--- config.mk ---
export PLATFORM = sky130hd
export DESIGN_NAME = acc_scheduler
export DESIGN_NICKNAME = d
export VERILOG_FILES = /design/src/rtl/acc_scheduler.sv
export SDC_FILE = /design/constraint.sdc
export NUM_CORES = 1
export LEC_CHECK = 0
export CORE_MARGIN = 1
export CORE_UTILIZATION = 30
export CTS_BUF_LIST = sky130_fd_sc_hd__clkbuf_4
export CTS_CLUSTER_SIZE = 8
export DETAILED_ROUTE_END_ITERATION = 8
export DONT_BUFFER_PORTS = 1
export GPL_TIMING_DRIVEN = 1
export PLACE_DENSITY = 0.53
export SYNTH_ARGS = -nofsm -noshare
export SYNTH_HDL_FRONTEND = slang
export SYNTH_SLANG_ARGS = --single-unit
--- constraint.sdc ---
create_clock -name clk -period 2.3 [get_ports clk]
set_input_delay 0.46 -clock clk [delete_from_list [all_inputs] [get_ports clk]]
set_output_delay 0.46 -clock clk [all_outputs]
set_load 0.005 [all_outputs]
--- src/rtl/acc_scheduler.sv ---
// Time-shares one serial accumulator among R requesters, each of which keeps its own running sum.
// Optional watchdog on the accumulator's done pulse: define ACC_SCHEDULER_TIMEOUT_EN.
module acc_scheduler #(
    parameter int N = 8,
    parameter int R = 4
) (
    input  logic           clk,
    input  logic           reset_n,
    input  logic [R-1:0]   req,
    input  logic [R*N-1:0] req_data,
    input  logic [R-1:0]   req_clr,
    output logic [R-1:0]   ack,
    output logic [N-1:0]   resp_sum,
    output logic           resp_err,
    output logic           acc_load,
    output logic [N-1:0]   acc_data,
    output logic           acc_clear,
    input  logic           acc_done,
    input  logic [N-1:0]   acc_sum
);

    localparam int GW = (R > 1) ? $clog2(R) : 1;

    localparam logic [2:0] S_IDLE    = 3'd0;
    localparam logic [2:0] S_CLEAR   = 3'd1;
    localparam logic [2:0] S_RESTORE = 3'd2;
    localparam logic [2:0] S_WAIT_R  = 3'd3;
    localparam logic [2:0] S_ADD     = 3'd4;
    localparam logic [2:0] S_WAIT_A  = 3'd5;
    localparam logic [2:0] S_RESP    = 3'd6;

    logic [2:0]    r_state;
    logic [GW-1:0] r_grant;
    logic [N-1:0]  r_data;
    logic          r_clr;
    logic [N-1:0]  r_ctx [R];
    logic [GW-1:0] r_owner;
    logic          r_owner_valid;
    logic [GW-1:0] r_rr;

`ifdef ACC_SCHEDULER_TIMEOUT_EN
    // ADD/RESTORE cycle plus N+7 waiting cycles puts the error ack N+8 cycles after acc_load.
    localparam int WDW = $clog2(N + 8);
    localparam logic [WDW-1:0] WD_LIMIT = WDW'(N + 6);
    logic [WDW-1:0] r_wd;
    logic           r_err;
`endif

    logic          w_any;
    logic [GW-1:0] w_grant;
    logic [N-1:0]  w_ctx_g;

    assign w_ctx_g = r_ctx[r_grant];

    // Round-robin search starting at r_rr; walking downward lets the nearest requester win.
    always_comb begin
        // NOTE: defaults first so no path through the loop leaves a variable unassigned (no latch).
        int idx;
        idx     = 0;
        w_any   = 1'b0;
        w_grant = '0;
        for (int k = R - 1; k >= 0; k--) begin
            idx = int'(r_rr) + k;
            if (idx >= R) idx = idx - R;
            if (req[GW'(idx)]) begin
                w_any   = 1'b1;
                w_grant = GW'(idx);
            end
        end
    end

    always_ff @(posedge clk) begin
        // NOTE: reset is synchronous, so it lives inside the clocked block and the sensitivity list is clk only.
        if (!reset_n) begin
            r_state       <= S_IDLE;
            r_grant       <= '0;
            r_data        <= '0;
            r_clr         <= 1'b0;
            r_owner       <= '0;
            r_owner_valid <= 1'b0;
            r_rr          <= '0;
            // NOTE: the context array is deliberately reset; every requester must restart from zero.
            for (int i = 0; i < R; i++) r_ctx[i] <= '0;
`ifdef ACC_SCHEDULER_TIMEOUT_EN
            r_wd          <= '0;
            r_err         <= 1'b0;
`endif
        end else begin
            case (r_state)
                S_IDLE: begin
                    if (w_any) begin
                        r_grant <= w_grant;
                        r_data  <= req_data[w_grant*N +: N];
                        r_clr   <= req_clr[w_grant];
                        r_rr    <= (w_grant == GW'(R - 1)) ? '0 : w_grant + GW'(1);
`ifdef ACC_SCHEDULER_TIMEOUT_EN
                        r_err   <= 1'b0;
`endif
                        if (r_owner_valid && (r_owner == w_grant) && !req_clr[w_grant])
                            r_state <= S_ADD;
                        else
                            r_state <= S_CLEAR;
                    end
                end
                S_CLEAR: begin
                    r_owner_valid <= 1'b0;
                    r_state       <= (!r_clr && (w_ctx_g != '0)) ? S_RESTORE : S_ADD;
                end
                S_RESTORE: begin
                    r_state <= S_WAIT_R;
`ifdef ACC_SCHEDULER_TIMEOUT_EN
                    r_wd    <= '0;
`endif
                end
                S_WAIT_R: begin
                    if (acc_done) r_state <= S_ADD;
`ifdef ACC_SCHEDULER_TIMEOUT_EN
                    else if (r_wd == WD_LIMIT) begin
                        r_owner_valid <= 1'b0;
                        r_err         <= 1'b1;
                        r_state       <= S_RESP;
                    end else r_wd <= r_wd + WDW'(1);
`endif
                end
                S_ADD: begin
                    r_state <= S_WAIT_A;
`ifdef ACC_SCHEDULER_TIMEOUT_EN
                    r_wd    <= '0;
`endif
                end
                S_WAIT_A: begin
                    if (acc_done) begin
                        r_ctx[r_grant] <= acc_sum;
                        r_owner        <= r_grant;
                        r_owner_valid  <= 1'b1;
                        r_state        <= S_RESP;
                    end
`ifdef ACC_SCHEDULER_TIMEOUT_EN
                    else if (r_wd == WD_LIMIT) begin
                        r_owner_valid <= 1'b0;
                        r_err         <= 1'b1;
                        r_state       <= S_RESP;
                    end else r_wd <= r_wd + WDW'(1);
`endif
                end
                S_RESP:  r_state <= S_IDLE;
                default: r_state <= S_IDLE;
            endcase
        end
    end

    // Strobes are pure state decodes, so each lasts exactly one cycle and they can never overlap.
    always_comb begin
        ack       = '0;
        resp_sum  = '0;
        acc_load  = 1'b0;
        acc_clear = 1'b0;
        acc_data  = '0;
        case (r_state)
            S_CLEAR:   acc_clear = 1'b1;
            S_RESTORE: begin
                acc_load = 1'b1;
                acc_data = w_ctx_g;
            end
            S_ADD: begin
                acc_load = 1'b1;
                acc_data = r_data;
            end
            S_RESP: begin
                ack[r_grant] = 1'b1;
                resp_sum     = w_ctx_g;
            end
            default: ;
        endcase
    end

`ifdef ACC_SCHEDULER_TIMEOUT_EN
    assign resp_err = (r_state == S_RESP) && r_err;
`else
    assign resp_err = 1'b0;
`endif

endmodule

-- Word level (Yosys, flattened, before mapping)
Memory sizes are Yosys's and may differ from the RTL's. A register that Yosys moved wholly into a read port is not among the register bits.
Index checks and enable logic that the tools add are counted.
- memories: 1
- bits of input ports: 51
- word-level logic and storage cells: 106
- memory bits (writable): 32
- register bits: 19
- shift-type cells: 1
- mux-type cells: 52
- magnitude comparators: 11
- reductions and logical operators: 15
- add/subtract/negate cells: 8
- equal/unequal tests: 11
- memory list (name ; words ; width ; rd ports ; clocked after memory_dff ; write ports ; RTL line ; source):
    r_ctx ; 4 ; 8 ; 1 ; 1 ; 4 ; 36 ; logic [N-1:0] r_ctx [R];
- operator list (kind ; count):
    32-bit by 6-bit indexed part select with 8-bit output ; 1
    2-bit two-way mux ; 12
    1-bit two-way mux ; 23
    3-bit one-hot mux with 6 select lines ; 1
    2-bit by 4-bit < comparator with 1-bit output (second input constant) ; 4
    8-bit two-way mux ; 2
    8-bit one-hot mux with 2 select lines ; 1
    3-bit two-way mux ; 5
    1-bit binary-select mux with 2-bit select ; 5
    3-bit equality test (second input constant) ; 3
    3-bit >= comparator (second input constant) ; 3
    8-bit nonzero test ; 1
    8-bit OR reduction ; 1
    2-bit by 1-bit subtractor with 2-bit output (second input constant) ; 4
    2-bit by 2-bit adder with 3-bit output (second input constant) ; 2
    3-bit by 2-bit equality test with 1-bit output (second input constant) ; 2
    2-bit by 3-bit < comparator with 1-bit output (second input constant) ; 2
    2-bit != test (second input constant) ; 3
    2-bit AND reduction ; 3
    1-bit logical AND ; 4
    4-bit two-way mux ; 1
    2-bit by 1-bit adder with 3-bit output (second input constant) ; 1
    3-bit by 1-bit equality test with 1-bit output (second input constant) ; 1
    2-bit by 3-bit >= comparator with 1-bit output (second input constant) ; 1
    other kinds (11) ; 12

-- Longest topological paths before layout
Gate-level depths: netlist (run 1).
- word-level depth: 17
- mapped depth: 7
- gate-level depth less buffers: 6

-- Least setup slack after synthesis (run 1)
OpenSTA, ideal clock, no wires.
- kind: reg2reg
- start point: register r_state[2]
- end point: memory r_ctx[0][0] (enable)
- arrival: 1.515 ns
- library setup time: 0.387 ns
- clock period less this slack: 1.901 ns
- stages on the path, launching flop included: 4
- slack: 0.399 ns
- cell sequence: dfxtp_1 > nor2b_1 > nand3_1 > o31ai_1
- RTL lines (element ; RTL line ; source):
    from (decl) ; 32 ; logic [2:0] r_state;
    from (signal assigned) ; 107 ; r_state <= (!r_clr && (w_ctx_g != '0)) ? S_RESTORE : S_ADD;
    to (decl) ; 36 ;

==> out/qor.yml, run 1 <==
finish:
  fill_cells: 965
  syn_to_final_growth_pct: 9.63
  layout.nets: 341
  n_antenna_cell: 0
  final_common_cell: "edfxtp_1"
  final_area_sq_um: 3220
  final_cells: 420
  final_cell_mix: "edfxtp_1 (32), nand2_1 (28), and2_1 (25)"
  post_route_cells_drive_above_1_share: 0.155
  utilization: 0.344
timing:
  min_period_ns: 2.20
  slew_viol_final: 0
  setup_ws_ns: 0.0950
  fmax_mhz: 454
  skew_ns: 0.0186
  worst_slew_margin_rel: 0.303
  tightest_slew_ns: 1.04
  rsz0062_at_grt: "no"
  hold_violations: 0
  min_period_over_period: 0.959
  setup_viol_count_final: 0
  final.setup.tns_ns: 0
floorplanning:
  die-area_sq_um: 10200
  start_util: 0.313
  io_pins: 74
  dieHeight_um: 101
  core_area_sq_um: 9370
  dieWidth_um: 101
  fp-row-count: 35
synthesis:
  syn_area_per_cell_sq_um: 10.5
  synthMuxAreaShare: 0.0933
  synth_top_family_by_area: "simple AND/OR/NAND/NOR gates"
  synth_nets: 331
  synthSimpleGateAreaFrac: 0.212
  ys_seq_elements: 53
  synth_top_flop_cell: "edfxtp_1"
  syn_inst: 280
  async_flop_share: 0
  synth_cell_type_count: 49
  yosys.area.top_type_share: 0.327
  synth_compound_area_frac: 0.180
  netlist.top_cell.by_area: "edfxtp_1"
  synth_xor_area_frac: 0.00298
  synth.cell_area_sq_um: 2940
  synthAdderAreaFrac: 0.00341
  netlist_top_cells_area: "edfxtp_1 (33%), dfxtp_1 (14%), mux4_2 (5.4%)"
  synth_edf_count: 32
  ys_warn_count: 0
  yosysSeqAreaShare: 0.470
job:
  cap_viol_max_count: 0
critical_path:
  crit_path_top_delay_cell: "mux4_2"
  crit_chain: "buf_4 > mux4_2 > a22oi_1 > nor2_1"
  start_kind: "flop"
  crit_path_max_incr_delay_ns: 0.54
  cp_top_family: "multiplexers"
  endpoint_kind: "output pin"
  worst-path-buf-inv: 1
  crit_required_ns: 1.84
  critPathMaxFanout: 6
  critPathKind: "flop to output pin"
  crit_arrival_ns: 1.74
detailed_routing:
  vias: 2181
  antenna_left: 0
  wl_mm: 7.45
  wl_per_cell_um: 17.7
  drtIter0Drc: 123
  drc: 0
  drtPass1Iterations: 4
  vias_per_cell: 5.19
cts:
  cts_tree: "built"
  htree_levels: 2
  path_clk_slew_ns: 0.16
  root_buffer: "clkbuf_4"
  clk_latency_ns: 0.37
  clockBufferDepth: 2
  numCtsBuffers: 5
  clock-sinks: 53
power_and_ir_drop:
  irDropWorstVdd_mv: 0.245
  pwr_density_cell_nw_per_um2: 890
  leakagePower_nw: 1.19
placed_design:
  pre_cts_ws_ns: 0.00733
  place_inst: 407
  routabilityCongestion: 0.798
  io_buffers: 0
  hpwl_mm: 5.63
  place_area_sq_um: 3120
global_routing:
  grtUsageTotal: 0.149
  antenna_found_initial: 0
  grt_max_degree: 35
  grt-ovfl-total: 0
  grt_pass1_wl_mm: 11.4
  grt_pass1_vias: 2042
hold_path:
  hp-class: "input pin to flop"
run_status:
  status: "completed"
-- logic make-up after synthesis --
| logic type | after synthesis |
|---|---|
| AND/OR/NAND/NOR | 117 |
| flip-flops | 53 |
| buffers and inverters | 21 |
| XOR/XNOR | 1 |
| other | 1 |
| adder cells (fa/ha/maj) | 1 |
| AO/OA/AOI/OAI | 69 |
| multiplexers | 17 |
-- routing by layer --
layer  GRT usage  wire, um  vias up  share of wire
li1            -         -     1058              -
met1       0.201      3390     1046           0.46
met2       0.239      3400       71           0.46
met3      0.0444       612        6          0.082
met4      0.0268        45        0         0.0060
met5           0         0        -              0
-- registers in the layout, summed over array words and instances (netlist names), named ones only --
| name | flops |
|---|---|
| r_state | 3 |
| r_rr | 2 |
| r_clr | 1 |
| r_owner | 2 |
| r_ctx | 32 |
| r_grant | 2 |
| r_data | 8 |
| r_owner_valid | 1 |
-- power breakdown --
group | switching (mW) | internal [mW] | leakage (nW)
Clock | 0.303 | 0.121 | 0.0278
Sequential | 0.163 | 1.15 | 0.504
Combinational | 0.616 | 0.514 | 0.656
Total | 1.08 | 1.79 | 1.19
-- path summary, 6_finish.rpt --
path	to	cells past startpoint	from	slack, ns
min	r_rr[1]	1	reset_n	0.21
max	acc_data[4]	4	flop	0.1
min reg2reg	r_data[6]	2	r_data[6]	0.48
max reg2reg	r_state[1]	7	flop	0.25
-- area by class of cell --
type | count | area, sq um | area share
Sequential cell | 53 | 1390 | 0.430
Multi-Input combinational cell | 206 | 1450 | 0.450
Tap cell | 129 | 161 | 0.0501
Clock inverter | 3 | 21.3 | 0.00660
Clock buffer | 5 | 37.5 | 0.0117
Inverter | 4 | 15.0 | 0.00466
Timing Repair Buffer | 20 | 150 | 0.0466
-- through the flow --
stage          total power, mW  hold slack (ns)
6_report                  2.87            0.208
5_1_grt                   3.07            0.169
4_1_cts                   2.86            0.184
3_5_place_dp              2.44            0.467
3_3_place_gp              2.43            0.463
2_1_floorplan             2.17            0.435
-- timing repair --
action                     CTS  global route
hold buffers                 0             0
setup endpoints to repair   12            13
setup buffers                0             5
resized for setup            2             1
pin swaps                    0             1
-- synthesized netlist by cell type, types with 2 or more instances --
| cell type | count |
|---|---|
| o21ai_0 | 6 |
| nor3b_1 | 2 |
| a211oi_1 | 9 |
| a22oi_1 | 9 |
| edfxtp_1 | 32 |
| nand2_1 | 28 |
| buf_4 | 5 |
| clkbuf_1 | 8 |
| nor4_1 | 3 |
| a21oi_1 | 4 |
| a211o_1 | 10 |
| buf_2 | 3 |
| o31a_1 | 8 |
| or2_2 | 2 |
| mux2i_1 | 9 |
| a21boi_1 | 8 |
| o31ai_1 | 2 |
| and3_1 | 9 |
| nand3_1 | 4 |
| nor2_1 | 20 |
| nand2b_1 | 4 |
| dfxtp_1 | 21 |
| inv_1 | 4 |
| nor3_1 | 2 |
| nor2b_1 | 10 |
| a21boi_0 | 5 |
| and2_1 | 25 |
| mux4_2 | 7 |
Note: power is estimated with default switching activity, not from simulation.
==> run 2: changes to the inputs <==
--- a/config.mk
+++ b/config.mk
@@ -6,13 +6,13 @@
 export NUM_CORES = 1
 export LEC_CHECK = 0
 export CORE_MARGIN = 1
-export CORE_UTILIZATION = 30
+export CORE_UTILIZATION = 50
 export CTS_BUF_LIST = sky130_fd_sc_hd__clkbuf_4
 export CTS_CLUSTER_SIZE = 8
 export DETAILED_ROUTE_END_ITERATION = 8
 export DONT_BUFFER_PORTS = 1
 export GPL_TIMING_DRIVEN = 1
-export PLACE_DENSITY = 0.53
+export PLACE_DENSITY = 0.74
 export SYNTH_ARGS = -nofsm -noshare
 export SYNTH_HDL_FRONTEND = slang
 export SYNTH_SLANG_ARGS = --single-unit
==> run 2 against run 1 <==
Non-clock buffer count shrank 4. Final cell count shrank 15%. Total power shrank 1.5%. Sequential share of layout area grew 1.3 points.
==> out/qor.yml, run 2 (synthesis results as in run 1) <==
timing:
  skew_ns: 0.0118  # -0.00681 ns
  setup_viol_count_final: 0  # unchanged
  worst_slew_margin_rel: 0.403  # +0.0999
  slew_viol_final: 0  # unchanged
  setup_ws_ns: 0.103  # +0.00827 ns
  final.setup.tns_ns: 0  # unchanged
  rsz0062_at_grt: "no"
  min_period_ns: 2.20  # -0.00827 ns
  tightest_slew_ns: 0.887  # -0.148 ns
  fmax_mhz: 455  # +0.38%
  min_period_over_period: 0.955  # -0.00360
  hold_violations: 0  # unchanged
global_routing:
  grtUsageTotal: 0.208  # +0.0593
  grt-ovfl-total: 0  # unchanged
  grt_pass1_vias: 2034  # -0.39%
  grt_pass1_wl_mm: 9.96  # -12%
  antenna_found_initial: 0  # unchanged
  grt_max_degree: 35  # unchanged
critical_path:
  cp.depth: 4  # unchanged
  crit_path_top_delay_cell: "mux4_2"
  cp_top_family: "multiplexers"
  crit_end: "acc_data[5]"
  crit_required_ns: 1.84  # about the same
  r2r_start: "r_rr[1]"
  rr_endpoint: "r_state[2]"
  r2r_cells: 7  # unchanged
  crit_path_max_incr_delay_ns: 0.51  # -0.03 ns
  endpoint_kind: "output pin"
  crit_arrival_ns: 1.74  # about the same
  worst-path-buf-inv: 1  # unchanged
  critPathKind: "flop to output pin"
  start_kind: "flop"
  reg2reg_slack_ns: 0.37  # +0.12 ns
  critPathMaxFanout: 8  # +2
  crit_chain: "buf_4 > mux4_2 > a22oi_1 > nor2_1"
finish:
  largest_reg_flops: 32  # unchanged
  top_register: "r_ctx"
  fill_cells: 491  # -49%
  final_cell_mix: "edfxtp_1 (32), nand2_1 (28), and2_1 (25)"
  syn_to_final_growth_pct: 6.35
  layout.nets: 337  # -1.2%
  reg_top3: "r_ctx x32, r_data x8, r_state x3"
  post_route_cells_drive_above_1_share: 0.143  # -0.0118
  final_common_cell: "edfxtp_1"
  n_antenna_cell: 0  # unchanged
floorplanning:
  io_pins: 74  # unchanged
  dieHeight_um: 78.7  # -22%
  die-area_sq_um: 6190  # -39%
  core_area_sq_um: 5570  # -41%
  dieWidth_um: 78.7  # -22%
  fp-row-count: 27  # -23%
  start_util: 0.527  # +0.214
power_and_ir_drop:
  leakagePower_nw: 1.18  # -0.97%
  irDropWorstVdd_mv: 0.396  # +62%
  pwr_density_cell_nw_per_um2: 904  # +1.5%
placed_design:
  hpwl_mm: 4.90  # -13%
  pre_cts_ws_ns: 0.178  # +0.171 ns
  routabilityCongestion: 0.803  # +0.58%
  io_buffers: 0  # unchanged
detailed_routing:
  drc: 0  # unchanged
  drtPass1Iterations: 6  # +2
  wl_per_cell_um: 17.2  # -2.8%
  vias_per_cell: 5.94  # +14%
  drtIter0Drc: 108  # -12%
  vias: 2133  # -2.2%
  antenna_left: 0  # unchanged
  wl_mm: 6.19  # -17%
cts:
  htree_levels: 2  # unchanged
  root_buffer: "clkbuf_4"
  clockBufferDepth: 2  # unchanged
  cts_tree: "built"
  clock-sinks: 53  # unchanged
  numCtsBuffers: 5  # unchanged
  path_clk_slew_ns: 0.16  # about the same
  clk_latency_ns: 0.38  # about the same
hold_path:
  hp-class: "input pin to flop"
run_status:
  status: "completed"
job:
  cap_viol_max_count: 0  # unchanged
run 2: cell types whose count changed in the layout (fill, tap and decap cells not counted), sizes merged:
cell,previous run,this run
buf,20,16
clkinvlp,2,0
inv,5,7
run 2: layout make-up:
class | instances | area [sq um] | area share
multi-input combinational | 206 | 1450 | 0.464
tap | 72 | 90.1 | 0.0288
inverter | 4 | 15.0 | 0.00481
timing repair buffer | 16 | 120 | 0.0384
sequential | 53 | 1390 | 0.443
clock buffer | 5 | 37.5 | 0.0120
clock inverter | 3 | 26.3 | 0.00841
run 2: metal layers:
| layer | vias up | GRT usage | routed length [um] |
|---|---|---|---|
| li1 | 1048 | - | - |
| met1 | 1009 | 0.264 | 2680 |
| met2 | 68 | 0.370 | 3110 |
| met3 | 8 | 0.0267 | 337 |
| met4 | 0 | 0.0611 | 68 |
| met5 | - | 0 | 0 |
run 2: worst min-delay path by stage:
| stage | from | to | slack [ns] | cells past startpoint |
|---|---|---|---|---|
| finish | reset_n | r_state[0] | 0.19 | 2 |
| global route | reset_n | r_state[1] | 0.17 | 1 |
| CTS | reset_n | r_state[0] | 0.18 | 2 |
| detailed placement | r_data[1] | r_data[1] | 0.45 | 2 |
| global placement | r_data[4] | r_data[4] | 0.45 | 2 |
| floorplan | r_data[0] | r_data[0] | 0.44 | 2 |
run 2: power breakdown:
| group | switching [mW] | internal (mW) | total (mW) | leakage, nW |
|---|---|---|---|---|
| sequential | 0.175 | 1.15 | 1.33 | 0.504 |
| combinational | 0.554 | 0.501 | 1.05 | 0.636 |
| clock | 0.312 | 0.132 | 0.445 | 0.0366 |
run 2: what timing repair did:
item	4_1_cts	5_1_grt
hold buffers	0	0
pin swaps	0	0
setup endpoints to repair	10	17
hold endpoints to repair	0	0
resized for setup	1	2
buffers inserted	0	1
run 2: stage by stage:
step           cells  hold slack (ns)  utilization  cell area, sq um  power [mW]
3_3_place_gp     350            0.452        0.547              3050        2.37
2_1_floorplan    280            0.435            -              2940        2.17
4_1_cts          358            0.182        0.558              3110        2.84
3_5_place_dp     350            0.454        0.547              3050        2.40
6_report         359            0.194        0.560              3120        2.82
5_1_grt          359            0.175        0.560              3120        3.02
